File: config.mk
export PLATFORM = sky130hd
export DESIGN_NAME = serial_adder_ctrl
export DESIGN_NICKNAME = d
export VERILOG_FILES = /design/src/rtl/serial_adder_ctrl_pkg.sv /design/src/rtl/full_adder.sv /design/src/rtl/serial_adder_ctrl.sv
export SDC_FILE = /design/constraint.sdc
export NUM_CORES = 1
export LEC_CHECK = 0
export ABC_AREA = 0
export CAP_MARGIN = 30
export CORE_AREA = 2 2 89 108
export CTS_CLUSTER_DIAMETER = 120
export DETAILED_ROUTE_END_ITERATION = 12
export DIE_AREA = 0 0 91 110
export DONT_BUFFER_PORTS = 1
export GPL_TIMING_DRIVEN = 0
export PLACE_DENSITY = 0.75
export SYNTH_ARGS = -nofsm -noshare
export SYNTH_HDL_FRONTEND = slang
export SYNTH_SLANG_ARGS = --single-unit
File: constraint.sdc
create_clock -name clk -period 2.3 [get_ports clk]
set_clock_uncertainty 0.15 [all_clocks]
set_input_delay 0.345 -clock clk [delete_from_list [all_inputs] [get_ports clk]]
set_output_delay 0.345 -clock clk [all_outputs]
set_load 0.02 [all_outputs]
File: src/rtl/serial_adder_ctrl_pkg.sv
// Shared definitions for the bit-serial adder/subtractor controller.
//   state_t       : controller FSM state (IDLE/RUN/DONE), 2-bit encoded
//   DEFAULT_WIDTH : default operand/result width in bits
package serial_adder_ctrl_pkg;

  localparam int DEFAULT_WIDTH = 32;

  typedef enum logic [1:0] {
    IDLE = 2'd0,
    RUN  = 2'd1,
    DONE = 2'd2
  } state_t;

endpackage

File: src/rtl/full_adder.sv
// One-bit full adder built from two half adders and an OR gate.
//   a, b : operand bits
//   cin  : carry in
//   sum  : sum bit
//   cout : carry out
module full_adder (
  input  logic a,
  input  logic b,
  input  logic cin,
  output logic sum,
  output logic cout
);

  logic hs1, hc1, hc2;

  // first half adder: a + b
  assign hs1  = a ^ b;
  assign hc1  = a & b;
  // second half adder: partial sum + cin
  assign sum  = hs1 ^ cin;
  assign hc2  = hs1 & cin;
  assign cout = hc1 | hc2;

endmodule

File: src/rtl/serial_adder_ctrl.sv
// Bit-serial adder/subtractor with valid/ready handshakes on both sides.
// One operand bit pair is processed per cycle, LSB first, through a single
// full adder; an operation takes WIDTH cycles in RUN.
//   clk, reset_n          : clock, async active-low reset
//   start_valid/ready     : operation request handshake (ready only in IDLE)
//   op_a, op_b, sub       : operands and mode (0 = a+b, 1 = a-b)
//   result                : sum/difference, held while done_valid
//   carry_out             : final carry (for sub, 1 = no borrow)
//   overflow              : two's-complement signed overflow
//   done_valid/ready      : result handshake (valid only in DONE)
module serial_adder_ctrl
  import serial_adder_ctrl_pkg::*;
#(
  parameter int WIDTH = DEFAULT_WIDTH
) (
  input  logic             clk,
  input  logic             reset_n,
  input  logic             start_valid,
  output logic             start_ready,
  input  logic [WIDTH-1:0] op_a,
  input  logic [WIDTH-1:0] op_b,
  input  logic             sub,
  output logic [WIDTH-1:0] result,
  output logic             carry_out,
  output logic             overflow,
  output logic             done_valid,
  input  logic             done_ready
);

  localparam int CW = $clog2(WIDTH + 1);

  state_t           state_q, state_d;
  logic [WIDTH-1:0] a_q, b_q, res_q;
  logic             c_q, cout_q, ovf_q;
  logic [CW-1:0]    cnt_q;
  logic             fa_sum, fa_cout;
  logic             last;

  full_adder u_fa (
    .a    (a_q[0]),
    .b    (b_q[0]),
    .cin  (c_q),
    .sum  (fa_sum),
    .cout (fa_cout)
  );

  // final RUN cycle is the one processing bit WIDTH-1
  assign last = (cnt_q == CW'(WIDTH - 1));

  always_ff @(posedge clk or negedge reset_n) begin
    if (!reset_n) state_q <= IDLE;
    else          state_q <= state_d;
  end

  always_comb begin
    state_d     = state_q;
    start_ready = 1'b0;
    done_valid  = 1'b0;
    case (state_q)
      IDLE: begin
        start_ready = 1'b1;
        if (start_valid) state_d = RUN;
      end
      RUN: begin
        if (last) state_d = DONE;
      end
      DONE: begin
        done_valid = 1'b1;
        if (done_ready) state_d = IDLE;
      end
      default: state_d = IDLE;
    endcase
  end

  // Datapath: subtraction is a + ~b + 1, the +1 entering as the initial carry.
  always_ff @(posedge clk or negedge reset_n) begin
    if (!reset_n) begin
      a_q    <= '0;
      b_q    <= '0;
      res_q  <= '0;
      c_q    <= 1'b0;
      cout_q <= 1'b0;
      ovf_q  <= 1'b0;
      cnt_q  <= '0;
    end else begin
      case (state_q)
        IDLE: begin
          if (start_valid) begin
            a_q   <= op_a;
            b_q   <= sub ? ~op_b : op_b;
            c_q   <= sub;
            cnt_q <= '0;
          end
        end
        RUN: begin
          res_q <= {fa_sum, res_q[WIDTH-1:1]};
          a_q   <= a_q >> 1;
          b_q   <= b_q >> 1;
          c_q   <= fa_cout;
          cnt_q <= cnt_q + CW'(1);
          if (last) begin
            cout_q <= fa_cout;
            // carry into MSB xor carry out of MSB
            ovf_q  <= c_q ^ fa_cout;
          end
        end
        default: ;
      endcase
    end
  end

  assign result    = res_q;
  assign carry_out = cout_q;
  assign overflow  = ovf_q;

endmodule

# [Word-level counts from Yosys, hierarchy flattened]
# Cells that the tools add are included.
[op_classes] n_addsub=1 n_eq_ne=6 n_mux=15 bitwise=7 n_reduce_logical=5
[op_table] op="one-hot mux 32 bit (2 select lines)" n=2
[op_table] op="two-way mux 32 bit" n=3
[op_table] op="inverter 32 bit" n=1
[op_table] op="one-hot mux 6 bit (2 select lines)" n=1
[op_table] op="adder 6 x 1 -> 6 bit (second input constant)" n=1
[op_table] op="== test 6 x 5 -> 1 bit (second input constant)" n=1
[op_table] op="two-way mux 2 bit" n=3
[op_table] op="two-way mux 6 bit" n=1
[op_table] op="inequality test 2 bit (second input constant)" n=3
[op_table] op="one-hot mux 2 bit (3 select lines)" n=1
[op_table] op="AND reduction 2 bit" n=2
[op_table] op="two-way mux 1 bit" n=3
[op_table] op="AND reduction 3 bit" n=1
[op_table] op="bitwise XOR 1 bit" n=3
[op_table] op="bitwise AND 1 bit" n=2
[op_table] op="== test 2 x 1 -> 1 bit (second input constant)" n=1
[op_table] op="== test 2 bit (second input constant)" n=1
[op_table] op="zero test 2 bit" n=1
[op_table] op="one-hot mux 1 bit (2 select lines)" n=1
[op_table] op="nonzero test 2 bit" n=1
[op_table] op="bitwise OR 1 bit" n=1
[word_totals] reg_bits=107 in_bits=69 output_inout_bits=36 wordCells=42

# [Depth between registers and ports, before layout]
[depth] depth_word=4 ltp_mapped=6 ltp_nobuf=4

# [Modules after synthesis]
# From an unflattened synthesis, not the netlist that was laid out.
[hier_totals] hier_cells=479 area_unflattened_um2=5285.1
[modules_own_cells] mod="serial_adder_ctrl" instances=1 cells_per_inst=478 area_each_um2=5265.0 seq_area_each_um2=2677.6
[modules_own_cells] mod="full_adder" instances=1 cells_per_inst=1 area_each_um2=20.0 seq_area_each_um2=0.0

# [Worst setup path after synthesis]
# No wires, ideal clock.
[synth_path] path_kind="reg2out" from="reg state_q[1]" to="out done_valid" arrival_time_ps=1192 required_ps=1805 slack_ps=613 stages_incl_launch_ff=5 path_buffers=2 cell_sequence="dfrtp_1 -> buf_2 -> clkinv_1 -> clkbuf_1 -> nor2_1"
[synth_between] elab_chain_cells=2
[synth_rtl] item="start, declared" line_no="serial_adder_ctrl.sv:32" source="state_t state_q, state_d;"
[synth_rtl] item="start signal, assigned" line_no="serial_adder_ctrl.sv:52" source="else state_q <= state_d;"
[synth_rtl] item="== test 2 bit" line_no="serial_adder_ctrl.sv:59" source="case (state_q)"
[synth_rtl] item="two-way mux 1 bit" line_no="serial_adder_ctrl.sv:59"
[synth_rtl] item="end, declared" line_no="serial_adder_ctrl.sv:26" source="output logic done_valid,"
# No other way between the ends.

# [Worst setup path after layout]
# Same ends and word-level chain as after synthesis.

==> reports/metrics.json <==
{
  "run_status": {
    "violations": "negative hold slack",
    "status": "complete, but fails checks"
  },
  "power_and_ir_drop": {
    "vdd_ir_drop_max_uv": 468,
    "cellPowerDensity_nw_per_um2": 1200,
    "fin_total_pwr_w": 0.00622,
    "static_leakage_nw": 2.12
  },
  "yosys": {
    "synth_xor_xnor_area_share_pct": 6.00,
    "syn_inst": 438,
    "yosys.area_share.adder_pct": 0.675,
    "syn_area_per_cell_sq_um": 11.0,
    "synth_mux_area_share_pct": 8.54,
    "synth_compound_gate_area_share_pct": 15.0,
    "yosys_register_bits": 107,
    "combinational_family_with_the_most_area_after_synthesis": "compound AO/OA/AOI/OAI gates",
    "syn_nets": 509,
    "synth_simple_gate_area_share_pct": 10.3,
    "synth_sequential_area_ratio_pct": 55.5,
    "yosys_warnings": 0,
    "post_synth_instance_area_sq_um": 4820,
    "yosys.cell_types.count": 33
  },
  "critical_path": {
    "cp_cell_sequence": "buf_2, clkinv_1, clkbuf_2, nor2_4",
    "worst_setup_path_start_kind": "register",
    "cp.buffers_inverters": 3,
    "end_kind": "output pin",
    "critPathSlowestCell": "sky130_fd_sc_hd__dfrtp_1",
    "critical_path_required_ns": 1.80,
    "critical_path_fanout_max": 10,
    "crit_start": "state_q[1]",
    "timing.critical_path.max_delay_family": "buffers and inverters",
    "r2r_cells": 4,
    "timing.setup.critical_path_class": "reg2out",
    "cp_data_arrival_time_ns": 1.66,
    "cpPeakStageDelay_ns": 0.36,
    "crit-reg2reg-launch": "cnt_q[0]",
    "ff2ff_setup_slack_ns": 0.50,
    "critical_path.reg2reg.endpoint": "carry_out"
  },
  "global_routing": {
    "grt_overflow": 0,
    "grt_pass1_wl_um": 16100,
    "maximum_number_of_pins_on_one_net_before_global_route_repair": 108,
    "grt_antenna_before_repair": 0,
    "grt_pass1_vias": 3414,
    "globalRouteTotalUtil_pct": 20.1
  },
  "routing": {
    "postRouteAntennaNets": 0,
    "drt_pass1_iterations": 4,
    "finalWirelength_um": 9630,
    "routed-via-count": 3364,
    "post_drt_via_cell_ratio": 5.86,
    "avgRoutedWirePerCell_um": 16.8,
    "drc": 0,
    "first_iter_violations": 207
  },
  "cts": {
    "worst_skew_pair_latency_ns": 0.36,
    "buffer_levels_on_the_longest_clock_path": 2,
    "tritoncts": "done",
    "clk_pin_slew_worst_paths_ns": 0.10,
    "post_cts_hold_buffer_count": 2,
    "cts_made_buffers": 9,
    "numClockSinks": 107,
    "cts_post_setup_buffers_inserted": 0,
    "cts_htree_levels": 3,
    "cts-root-buf": "sky130_fd_sc_hd__clkbuf_8"
  },
  "sta": {
    "max-slew-margin-rel_pct": 64.4,
    "hold_slack_ns": -0.490,
    "max_slew_violation_count": 0,
    "finalCriticalPeriod_ns": 2.16,
    "hold_viol_final": 107,
    "setup_repair_after_global_routing_missed_its_margin": "false",
    "setup-violations-final": 0,
    "worstMarginPinSlew_ns": 0.534,
    "timing.final.crit_share_pct": 93.7,
    "max_clock_freq_ghz": 0.464,
    "totalNegativeSetupSlack_ns": 0
  },
  "placement": {
    "dp.final_hpwl_um": 6840,
    "final_wtd_congestion": 0.785,
    "postPlaceCellArea_sq_um": 4970,
    "buffer_ports.inserted": 0
  },
  "cells_and_area": {
    "finish.instance_area_sq_um": 5190,
    "finalCoreUtilization_pct": 58.0,
    "finish.net_count": 521,
    "fill_cells": 800,
    "final-seq-area_sq_um": 2680,
    "area_delta_synth_final_pct": 7.63,
    "mostFrequentLayoutCells": "sky130_fd_sc_hd__dfrtp_1 (107), sky130_fd_sc_hd__nand2_1 (68)",
    "final_common_cell": "sky130_fd_sc_hd__dfrtp_1",
    "drive_above_1_share_pct": 16.1,
    "multi_input_comb_area_sq_um": 1960,
    "antennaDiodeCount": 0
  },
  "floorplan": {
    "initial_cell_density_of_the_core_pct": 53.9,
    "die-width_um": 91,
    "floorplan.die_area_sq_um": 10000,
    "pin_count": 105,
    "floorplan.core_area_sq_um": 8940,
    "height_of_the_chip_um": 110,
    "core.rowCount": 38
  },
  "min_path": {
    "min_path_type": "in2async"
  },
  "job": {
    "count_of_maximum_capacitance_violations": 0
  }
}
[worst register-to-register path: stages (launching register included)]
cell,delay (ns)
sky130_fd_sc_hd__dfrtp_1,0.40
sky130_fd_sc_hd__ha_1,0.19
sky130_fd_sc_hd__nand3_1,0.15
sky130_fd_sc_hd__or4_4,0.49
sky130_fd_sc_hd__mux2_4,0.32
[sequential cells by signal, summed over array words and instances, names as in the netlist]
name	cells
overflow	1
a_q	32
cnt_q	6
c_q	1
b_q	32
result	32
carry_out	1
state_q	2
[kinds of logic after synthesis]
logic type | count (synthesis)
multiplexers | 36
AND/OR/NAND/NOR | 113
XOR/XNOR | 33
flip-flops | 107
adder cells (fa/ha/maj) | 2
buffers and inverters | 39
AO/OA/AOI/OAI | 108
[worst max-delay path by stage]
stage	cells past startpoint	slack (ns)	to
floorplan	4	0.61	done_valid
global placement	4	0.33	done_valid
detailed placement	4	0.33	start_ready
CTS	4	0.04	done_valid
global route	4	0.03	done_valid
finish	4	0.14	done_valid
[timing repair]
item,in CTS,in global routing
endpoints found under the setup margin,2,1
gates resized for setup,2,2
gates cloned,0,0
hold endpoints to repair,109,107
[power breakdown]
| part | switching [W] | internal [W] |
|---|---|---|
| combinational | 0.000682 | 0.000825 |
| sequential | 0.000919 | 0.00266 |
| clock | 0.000613 | 0.000528 |
| total | 0.00221 | 0.00401 |
[synth_stat cells]
master	number	area, sq um
sky130_fd_sc_hd__or4_4	1	11.3
sky130_fd_sc_hd__xor2_1	1	8.76
sky130_fd_sc_hd__clkbuf_1	14	52.6
sky130_fd_sc_hd__nor2_1	3	11.3
sky130_fd_sc_hd__or3b_1	1	8.76
sky130_fd_sc_hd__nand2b_1	1	6.26
sky130_fd_sc_hd__nand3_1	33	165
sky130_fd_sc_hd__dfrtp_1	107	2680
sky130_fd_sc_hd__mux2i_1	1	10.0
sky130_fd_sc_hd__a21oi_1	2	10.0
sky130_fd_sc_hd__o21bai_2	1	11.3
sky130_fd_sc_hd__mux2_4	2	30.0
sky130_fd_sc_hd__mux2_2	33	372
sky130_fd_sc_hd__o21ai_0	33	165
sky130_fd_sc_hd__nor2b_1	2	12.5
sky130_fd_sc_hd__buf_2	17	85.1
sky130_fd_sc_hd__and3b_1	2	17.5
sky130_fd_sc_hd__o21ai_1	3	15.0
sky130_fd_sc_hd__o31ai_1	3	22.5
sky130_fd_sc_hd__nor3_1	2	10.0
sky130_fd_sc_hd__clkinv_1	1	3.75
sky130_fd_sc_hd__a22oi_1	30	225
sky130_fd_sc_hd__a22o_1	1	8.76
sky130_fd_sc_hd__fa_1	1	20.0
sky130_fd_sc_hd__nand2_1	68	255
sky130_fd_sc_hd__buf_6	3	33.8
sky130_fd_sc_hd__buf_1	3	11.3
sky130_fd_sc_hd__a31oi_1	1	6.26
sky130_fd_sc_hd__ha_1	1	12.5
sky130_fd_sc_hd__xnor2_1	32	280
sky130_fd_sc_hd__a32o_1	1	10.0
sky130_fd_sc_hd__o211ai_1	33	248
sky130_fd_sc_hd__inv_1	1	3.75
[metrics by stage]
step                cells  worst slack, ns
floorplan             438            0.613
global placement      558            0.331
detailed placement    558            0.331
CTS                   574           0.0423
global route          574           0.0282
finish                574            0.144
[cell type report]
class	instances	share of cell area [%]
Clock buffer	11	2.72
Timing Repair Buffer	2	0.386
Clock inverter	4	0.989
Multi-Input combinational cell	292	37.8
Sequential cell	107	51.6
Buffer	36	3.47
Tap cell	120	2.89
Inverter	2	0.145
[metal layers]
| metal | GRT usage [%] | vias up | share of wire [%] |
|---|---|---|---|
| li1 | - | 1576 | - |
| met1 | 25.2 | 1681 | 43 |
| met2 | 33.2 | 90 | 49 |
| met3 | 4.49 | 17 | 5.3 |
| met4 | 10.2 | 0 | 2.1 |
| met5 | 0 | - | 0 |
Power figures use the tool's default switching activity.
